File: config.mk
export PLATFORM = sky130hd
export DESIGN_NAME = i2c_write_master
export DESIGN_NICKNAME = d
export VERILOG_FILES = /design/src/rtl/i2c_pkg.sv /design/src/rtl/i2c_phase_counter.sv /design/src/rtl/i2c_write_master.sv
export SDC_FILE = /design/constraint.sdc
export NUM_CORES = 1
export LEC_CHECK = 0
export CAP_MARGIN = 40
export CORE_MARGIN = 10
export CORE_UTILIZATION = 56
export CTS_CLUSTER_DIAMETER = 60
export DETAILED_ROUTE_END_ITERATION = 16
export PLACE_DENSITY = 0.85
export RECOVER_POWER = 50
export SETUP_SLACK_MARGIN = 0.02
export SLEW_MARGIN = 20
export SYNTH_ARGS = -nofsm -noshare
export SYNTH_HDL_FRONTEND = slang
export SYNTH_SLANG_ARGS = --single-unit
File: constraint.sdc
create_clock -name I2C_clk -period 3.3 [get_ports I2C_clk]
set_input_delay 0.825 -clock I2C_clk [delete_from_list [all_inputs] [get_ports I2C_clk]]
set_output_delay 0.825 -clock I2C_clk [all_outputs]
set_load 0.01 [all_outputs]
File: src/rtl/i2c_pkg.sv
// i2c_pkg: shared types and constants for the codec I2C write master.
//   - i2c_state_e : bus FSM states
//   - Q_*         : quarter-bit phase values (one I2C bit = BIT_CYCLES clocks)
//   - BYTES_PER_CMD, BIT_CYCLES, CODEC_ADDR (default 7-bit slave address)
package i2c_pkg;

    typedef enum logic [2:0] {
        ST_IDLE  = 3'd0,
        ST_START = 3'd1,
        ST_SHIFT = 3'd2,
        ST_ACK   = 3'd3,
        ST_STOP  = 3'd4,
        ST_DONE  = 3'd5
    } i2c_state_e;

    localparam logic [1:0] Q_SETUP = 2'd0;  // SCL low, SDA may change
    localparam logic [1:0] Q_HIGH  = 2'd2;  // first SCL-high quarter, sample point
    localparam logic [1:0] Q_LAST  = 2'd3;  // terminal quarter of a bit slot

    localparam int BYTES_PER_CMD = 3;
    localparam int BIT_CYCLES    = 4;

    localparam logic [6:0] CODEC_ADDR = 7'h1A;

endpackage

File: src/rtl/i2c_phase_counter.sv
// i2c_phase_counter: mod-4 quarter-bit counter for the I2C write master.
// Ports:
//   i_clk    in   quarter-bit clock
//   i_reset  in   synchronous active-high reset
//   i_clr    in   hold the phase at Q_SETUP (used while idle / done)
//   o_q      out  current phase 0..3
//   o_q_nxt  out  phase the counter will hold next cycle (lets the owner
//                 register its outputs aligned with the phase)
//   o_tc     out  terminal count, high at phase Q_LAST
module i2c_phase_counter
    import i2c_pkg::*;
(
    input  logic       i_clk,
    input  logic       i_reset,
    input  logic       i_clr,
    output logic [1:0] o_q,
    output logic [1:0] o_q_nxt,
    output logic       o_tc
);

    logic [1:0] r_q;

    // Free-running wrap 3 -> 0; every bus slot is a whole number of bits.
    assign o_q_nxt = i_clr ? Q_SETUP : r_q + 2'd1;

    always_ff @(posedge i_clk) begin
        if (i_reset) r_q <= Q_SETUP;
        else         r_q <= o_q_nxt;
    end

    assign o_q  = r_q;
    assign o_tc = (r_q == Q_LAST);

endmodule

File: src/rtl/i2c_write_master.sv
// i2c_write_master: serializes one codec register write per command onto an
// open-drain I2C bus: START, {DEV_ADDR,W}, SubAddrL, data, STOP, then a
// one-cycle NewCom pulse back to the command sequencer.
// Ports:
//   I2C_clk   in   quarter-bit clock (4 cycles per I2C bit)
//   reset     in   synchronous active-high reset
//   Write     in   command strobe, only looked at in IDLE
//   SubAddrL  in   register sub-address byte
//   data      in   register data byte
//   SDA_in    in   sampled SDA bus level
//   SCL       out  bus clock, 1 = released
//   SDA_oe    out  1 = pull SDA low
//   NewCom    out  one-cycle command-finished pulse
//   Busy      out  high from acceptance through the DONE cycle
//   AckErr    out  sticky NACK flag
// Build option: define I2C_ACK_CHECK_EN to sample the slave ACK and abort to
// STOP on a NACK; otherwise SDA_in is ignored and AckErr is tied low.
module i2c_write_master
    import i2c_pkg::*;
#(
    parameter logic [6:0] DEV_ADDR = CODEC_ADDR
)
(
    input  logic       I2C_clk,
    input  logic       reset,
    input  logic       Write,
    input  logic [7:0] SubAddrL,
    input  logic [7:0] data,
    input  logic       SDA_in,
    output logic       SCL,
    output logic       SDA_oe,
    output logic       NewCom,
    output logic       Busy,
    output logic       AckErr
);

    localparam logic [1:0] LAST_BYTE = 2'(BYTES_PER_CMD - 1);

    i2c_state_e  r_state;
    logic [23:0] r_shift;
    logic [2:0]  r_bit;
    logic [1:0]  r_byte;
    logic        r_scl;
    logic        r_sda_oe;
    logic        r_newcom;
    logic        r_busy;

    i2c_state_e  w_state_nxt;
    logic [23:0] w_shift_nxt;
    logic [2:0]  w_bit_nxt;
    logic [1:0]  w_byte_nxt;
    logic        w_scl_nxt;
    logic        w_sda_oe_nxt;
    logic [1:0]  w_q;
    logic [1:0]  w_q_nxt;
    logic        w_tc;
    logic        w_clr;
    logic        w_nack;

    assign w_clr = (r_state == ST_IDLE) || (r_state == ST_DONE);

    i2c_phase_counter u_phase (
        .i_clk   (I2C_clk),
        .i_reset (reset),
        .i_clr   (w_clr),
        .o_q     (w_q),
        .o_q_nxt (w_q_nxt),
        .o_tc    (w_tc)
    );

`ifdef I2C_ACK_CHECK_EN
    logic r_ackerr;

    // Cleared on acceptance, set by a released SDA at the ACK sample point.
    always_ff @(posedge I2C_clk) begin
        if (reset)
            r_ackerr <= 1'b0;
        else if (r_state == ST_IDLE && Write)
            r_ackerr <= 1'b0;
        else if (r_state == ST_ACK && w_q == Q_HIGH && SDA_in)
            r_ackerr <= 1'b1;
    end

    // Only this command's ACK slots can have set it: an earlier NACK already
    // sent the FSM to STOP.
    assign w_nack = r_ackerr;
    assign AckErr = r_ackerr;
`else
    logic w_unused;
    assign w_unused = SDA_in ^ (^w_q);
    assign w_nack   = 1'b0;
    assign AckErr   = 1'b0;
`endif

    // Next-state / datapath
    always_comb begin
        w_state_nxt = r_state;
        w_shift_nxt = r_shift;
        w_bit_nxt   = r_bit;
        w_byte_nxt  = r_byte;
        case (r_state)
            ST_IDLE: if (Write) begin
                w_state_nxt = ST_START;
                w_shift_nxt = {DEV_ADDR, 1'b0, SubAddrL, data};
                w_bit_nxt   = 3'd0;
                w_byte_nxt  = 2'd0;
            end
            ST_START: if (w_tc) w_state_nxt = ST_SHIFT;
            ST_SHIFT: if (w_tc) begin
                w_shift_nxt = {r_shift[22:0], 1'b0};
                w_bit_nxt   = r_bit + 3'd1;
                if (r_bit == 3'd7) w_state_nxt = ST_ACK;
            end
            ST_ACK: if (w_tc) begin
                if (w_nack || r_byte == LAST_BYTE) begin
                    w_state_nxt = ST_STOP;
                end else begin
                    w_byte_nxt  = r_byte + 2'd1;
                    w_state_nxt = ST_SHIFT;
                end
            end
            ST_STOP: if (w_tc) w_state_nxt = ST_DONE;
            ST_DONE: w_state_nxt = ST_IDLE;
            default: w_state_nxt = ST_IDLE;
        endcase
    end

    // Bus levels are decoded from the *next* state and phase so that the
    // registered pins line up with the state they belong to.
    always_comb begin
        w_scl_nxt    = 1'b1;
        w_sda_oe_nxt = 1'b0;
        case (w_state_nxt)
            ST_START: w_sda_oe_nxt = w_q_nxt[1];
            ST_SHIFT: begin
                w_scl_nxt    = w_q_nxt[1];
                w_sda_oe_nxt = ~w_shift_nxt[23];
            end
            ST_ACK:   w_scl_nxt = w_q_nxt[1];
            ST_STOP: begin
                w_scl_nxt    = w_q_nxt[1];
                w_sda_oe_nxt = (w_q_nxt != Q_LAST);
            end
            default: ;
        endcase
    end

    always_ff @(posedge I2C_clk) begin
        if (reset) begin
            r_state  <= ST_IDLE;
            r_shift  <= '0;
            r_bit    <= '0;
            r_byte   <= '0;
            r_scl    <= 1'b1;
            r_sda_oe <= 1'b0;
            r_newcom <= 1'b0;
            r_busy   <= 1'b0;
        end else begin
            r_state  <= w_state_nxt;
            r_shift  <= w_shift_nxt;
            r_bit    <= w_bit_nxt;
            r_byte   <= w_byte_nxt;
            r_scl    <= w_scl_nxt;
            r_sda_oe <= w_sda_oe_nxt;
            r_newcom <= (w_state_nxt == ST_DONE);
            r_busy   <= (w_state_nxt != ST_IDLE);
        end
    end

    assign SCL    = r_scl;
    assign SDA_oe = r_sda_oe;
    assign NewCom = r_newcom;
    assign Busy   = r_busy;

endmodule

# After elaboration in Yosys (flattened, before gate mapping)
# Index checks and enable logic that the tools add are counted.
# totals
out_inout_bits,5
elab_cells,62
in_bits,20
regBits,38
# op_classes
bitwise,2
n_addsub,3
n_mux,20
reduce_logical,9
eq_ne,18
# op_table
operator,n
two-way mux 24 bit,2
one-hot mux 24 bit (2 select lines),1
two-way mux 3 bit,9
"== test 3 bit, second input constant",5
one-hot mux 3 bit (5 select lines),1
"== test 3 x 2 -> 1 bit, second input constant",4
two-way mux 2 bit,4
"== test 3 x 1 -> 1 bit, second input constant",2
"inequality test 2 bit, second input constant",3
one-hot mux 3 bit (2 select lines),1
"adder 2 x 1 -> 2 bit, second input constant",2
"== test 2 bit, second input constant",2
"inequality test 2 x 1 -> 1 bit, second input constant",2
one-hot mux 2 bit (2 select lines),1
AND reduction 4 bit,1
nonzero test 2 bit,2
"adder 3 x 1 -> 3 bit, second input constant",1
zero test 3 bit,1
one-hot mux 1 bit (3 select lines),1
AND reduction 3 bit,1
nonzero test 3 bit,1
OR reduction 3 bit,1
NOT 1 bit,2
OR reduction 2 bit,1
logical OR 1 bit,1

# Depth between registers and ports, before layout
# logic_depth
depth_word,8
ltp_mapped,7
ltp_nobuf,6

# Cells and area by module
# From an unflattened synthesis, not the netlist that was laid out.
# unflattened
cells_unflattened,165
area_unflattened_um2,1589.0
# modules_own_cells
module,instances,cells_per_inst,area_each_um2
i2c_write_master,1,158,1503.9
i2c_phase_counter,1,7,85.1

# Least setup slack after synthesis
# OpenSTA, ideal clock, no wires.
# synth_path
path_type,input -> register
startpoint,input Write
endpoint,register r_shift[10]
setup_time_ns,0.128
arrival_ns,1.657
path_stages,6
path_slack_ns,1.515
cell_sequence,nand2b_1 a21o_1 buf_6 buf_6 a222oi_1 nor2_1
# synth_between
elab_chain_len,2
# synth_rtl
element,line_no,rtl
from (decl),i2c_write_master.sv:26,"input logic Write,"
inequality test 2 bit (no source line),n/a,
AND reduction 3 bit (no source line),n/a,
to (signal assigned),i2c_write_master.sv:160,r_shift <= w_shift_nxt;
to (decl),i2c_write_master.sv:40,logic [23:0] r_shift;
# No other way between the ends.
# A chain may end at the register's enable or synchronous reset.

==> key figures <==
Run status
  – Run status: finished clean

Drt
  – Final antenna-violating net count: 0
  – Number of iterations in the first detailed-routing pass: 6
  – Total Routed Length: 3350 um
  – Number of vias per cell: 6.17
  – Wire length per cell: 15.7 um
  – Total number of vias: 1321
  – Number of DRC violations after detailed-routing iteration 0: 194
  – # DRC: 0

Floorplan
  – Initial standard-cell utilization of the core: 58.2%
  – Count of standard-cell rows: 19
  – Chip Width: 73.3 um
  – Area of the die: 0.00537 sq mm
  – Die Y-Extent: 73.3 um
  – Core Box Area: 0.00273 sq mm
  – Top Ports: 25

Final layout
  – Cell area after layout: 0.00183 sq mm
  – Number of antenna cells inserted: 0
  – Synthesis-to-finish area growth: 14.9%
  – Count of nets after finishing: 206
  – Final core area utilization: 66.9%
  – Fraction of layout instances using a drive strength above 1: 7.65%

Power
  – Worst IR Drop VDD: 0.391 mV
  – Leakage power summed over all cells: 0.000678 uW
  – Total Power: 818 uW
  – Power share of the combinational group: 10.5%
  – Net switching power: 193 uW
  – Clock share of power: 30.0%
  – Power density over the cells: 447 mW/mm^2
  – Seq pwr share: 59.5%
  – Power Internal: 625 uW
  – Sw frac: 23.6%

Worst hold path
  – Worst min-delay path category: flop to flop

Synth
  – Post-synthesis net count: 192
  – Sequential cell area fraction in the yosys report: 47.8%
  – Number of distinct library cells after synthesis: 38
  – Mapped cell area: 0.00159 sq mm
  – Yosys reg bits: 38
  – Post-Syn Instances: 168
  – Total number of yosys warnings: 0
  – Mean instance size in the synthesized netlist: 9.47 sq um

Critical path
  – CP delay by family, top: buffers and inverters
  – Arr. time, crit path: 2.75 ns
  – Slowest Stage Delay on Critical Path: 0.93 ns
  – CP max FO: 22
  – Required arrival time at the worst endpoint: 3.53 ns
  – Element type at the critical path start: primary input
  – Cells along the critical path: dlygate4sd3_1, clkbuf_1, a31o_2, a31oi_1
  – Cell with the largest stage delay on the worst path: sky130_fd_sc_hd__dlygate4sd3_1
  – Kind of end point of the critical path: flop
  – Critical Setup Path Class: primary input to flop
  – Critical path buffer and inverter count: 2

Timing
  – Minimum clock period after layout: 2.52 ns
  – Period utilization: 76.4%
  – Highest attainable clock frequency: 0.397 GHz
  – Worst-Margin Slew: 0.903 ns
  – Number of failing hold endpoints at the final stage: 0
  – Finish-stage setup viols: 0
  – Final worst setup slack: 0.779 ns
  – Final TNS setup: 0 ns
  – Count of final max-slew check failures: 0
  – Final setup skew: 0.00724 ns
  – RSZ-0062 raised after global routing: false
  – Worst slew margin: 39.8%

Clock tree
  – Number of buffers created by CTS: 5
  – H-tree levels: 2
  – Clock transition at the registers of the reported paths: 0.10 ns
  – TritonCTS clock tree: built
  – Hold-fix buffers, CTS: 0
  – Clock sink count: 38
  – Setup Fix Bufs, Post-CTS: 0
  – Post-cts repair resize count: 0
  – Skew-Pair Late Insertion Delay: 0.34 ns
  – Root cell of the clock tree: sky130_fd_sc_hd__clkbuf_4
  – CTS Buffer Depth: 2

Placed design
  – Placed cell area: 0.00179 sq mm
  – Weighted congestion at the end of routability-driven global placement: 0.771
  – # port buffers: 22
  – Setup slack after placement: 0.813 ns
  – HPWL reported at the end of detailed placement: 2350 um

Global route
  – Gr ovfl total: 0
  – Pin count of the biggest net entering global routing: 27
  – First-pass GRT wire length: 5600 um
  – Number of antenna violations at the first check in global routing: 0
  – Vias in the first global route: 1313
  – Overall track demand over capacity in global routing: 13.0%

Flow run
  – Max cap viols: 0
==> area by class of cell <==
| cell class | instances | area [sq um] |
|---|---|---|
| Tap cell | 31 | 38.8 |
| Sequential cell | 38 | 761 |
| Timing Repair Buffer | 24 | 231 |
| Multi-Input combinational cell | 109 | 723 |
| Clock inverter | 1 | 5.00 |
| Clock buffer | 7 | 55.1 |
| Inverter | 4 | 15.0 |
| Fill cell | 246 | 905 |
==> cells in the final DEF (no fill, tap or decap), types with 4 or more instances in the layout <==
master	synthesis	final
sky130_fd_sc_hd__nor2_1	32	32
sky130_fd_sc_hd__ha_1	4	4
sky130_fd_sc_hd__dfxtp_1	38	38
sky130_fd_sc_hd__clkdlybuf4s50_1	0	16
sky130_fd_sc_hd__inv_1	4	4
sky130_fd_sc_hd__nor3_1	7	7
sky130_fd_sc_hd__a22oi_1	5	5
sky130_fd_sc_hd__a222oi_1	15	15
sky130_fd_sc_hd__a21oi_1	4	4
sky130_fd_sc_hd__o21ai_0	4	4
sky130_fd_sc_hd__nand2_1	4	4
sky130_fd_sc_hd__dlygate4sd3_1	0	6
sky130_fd_sc_hd__clkbuf_4	0	5
==> synthesized netlist by cell type <==
cell	count	share of area, %
sky130_fd_sc_hd__o22ai_1	1	0.39
sky130_fd_sc_hd__and4bb_2	1	0.79
sky130_fd_sc_hd__nor2_1	32	7.5
sky130_fd_sc_hd__conb_1	1	0.24
sky130_fd_sc_hd__nor3_1	7	2.2
sky130_fd_sc_hd__nor4b_1	2	1.1
sky130_fd_sc_hd__nand2b_1	3	1.2
sky130_fd_sc_hd__a31o_2	1	0.55
sky130_fd_sc_hd__a22oi_1	5	2.4
sky130_fd_sc_hd__o31ai_1	1	0.47
sky130_fd_sc_hd__a21oi_1	4	1.3
sky130_fd_sc_hd__a211oi_1	1	0.47
sky130_fd_sc_hd__inv_1	4	0.94
sky130_fd_sc_hd__a31oi_1	2	0.79
sky130_fd_sc_hd__nand3b_1	1	0.47
sky130_fd_sc_hd__a221oi_1	2	1.1
sky130_fd_sc_hd__a21o_1	1	0.47
sky130_fd_sc_hd__mux2i_1	3	1.9
sky130_fd_sc_hd__clkbuf_1	6	1.4
sky130_fd_sc_hd__or3_4	1	0.71
sky130_fd_sc_hd__o21bai_1	2	0.94
sky130_fd_sc_hd__and4_1	1	0.55
sky130_fd_sc_hd__buf_6	3	2.1
sky130_fd_sc_hd__mux2_2	1	0.71
sky130_fd_sc_hd__nand3_1	2	0.63
sky130_fd_sc_hd__buf_4	1	0.47
sky130_fd_sc_hd__xor2_1	1	0.55
sky130_fd_sc_hd__nand4_1	2	0.79
sky130_fd_sc_hd__dfxtp_1	38	48
sky130_fd_sc_hd__o2bb2a_1	1	0.63
sky130_fd_sc_hd__and2_1	1	0.39
sky130_fd_sc_hd__buf_2	7	2.2
sky130_fd_sc_hd__or2_4	1	0.55
sky130_fd_sc_hd__ha_1	4	3.1
sky130_fd_sc_hd__o21ai_0	4	1.3
sky130_fd_sc_hd__a222oi_1	15	9.4
sky130_fd_sc_hd__o221ai_1	1	0.55
sky130_fd_sc_hd__nand2_1	4	0.94
==> flip-flops by register name, summed over array words and instances (netlist names) <==
signal       count
SDA_oe           1
r_shift         24
r_bit            3
Busy             1
SCL              1
r_state          3
r_byte           2
NewCom           1
u_phase.o_q      2
==> logic make-up after synthesis <==
family / after synthesis / synth area share [%]
xor gates and xnor gates: 1 / 0.550
adders and majority gates: 4 / 3.14
DFF: 38 / 47.8
and+or+nand+nor: 58 / 17.8
buffers and inverters: 21 / 7.15
other: 1 / 0.236
AOI/OAI and AO/OA: 41 / 20.7
muxes: 4 / 2.59
==> metal layers <==
metal  vias to the layer above  part of all wire [%]  track usage, %
met5                         -                     0               0
met4                         0                   1.8            5.80
met3                         7                   7.5            5.79
met2                        29                    51            22.5
met1                       635                    39            13.0
li1                        650                     -               -
==> worst min-delay path: stages, from the launching register on <==
cell and delay [ns]:
sky130_fd_sc_hd__dfxtp_1 0.33, sky130_fd_sc_hd__nand2_1 0.05, sky130_fd_sc_hd__a21oi_1 0.05
==> power groups by stage <==
stage | Sequential (uW) | Combinational [uW] | Clock [uW]
after global placement | 497 | 85.1 | 0
after CTS | 487 | 89.9 | 255
after detailed placement | 498 | 89.0 | 0
final | 487 | 86.0 | 245
after global routing | 490 | 93.9 | 275
after floorplan | 494 | 58.1 | 0
==> final timing paths <==
path | endpoint | cells after the start | slack [ns] | start
worst max-delay path | SDA_oe$_SDFF_PP0_ | 4 | 0.78 | reset
worst min register to register | r_bit[1]$_SDFFE_PP0P_ | 2 | 0.47 | r_bit[1]$_SDFFE_PP0P_
worst min-delay path | r_bit[1]$_SDFFE_PP0P_ | 2 | 0.47 | r_bit[1]$_SDFFE_PP0P_
worst max register to register | r_shift[12]$_SDFFE_PP0P_ | 5 | 1.14 | u_phase.o_q[0]$_SDFF_PP0_
==> metrics by stage <==
step / hold WS, ns / cells
global placement: 0.444 / 206
global route: 0.500 / 214
finish: 0.471 / 214
floorplan: 0.429 / 168
detailed placement: 0.457 / 206
CTS: 0.472 / 214
Power figures use the tool's default switching activity.
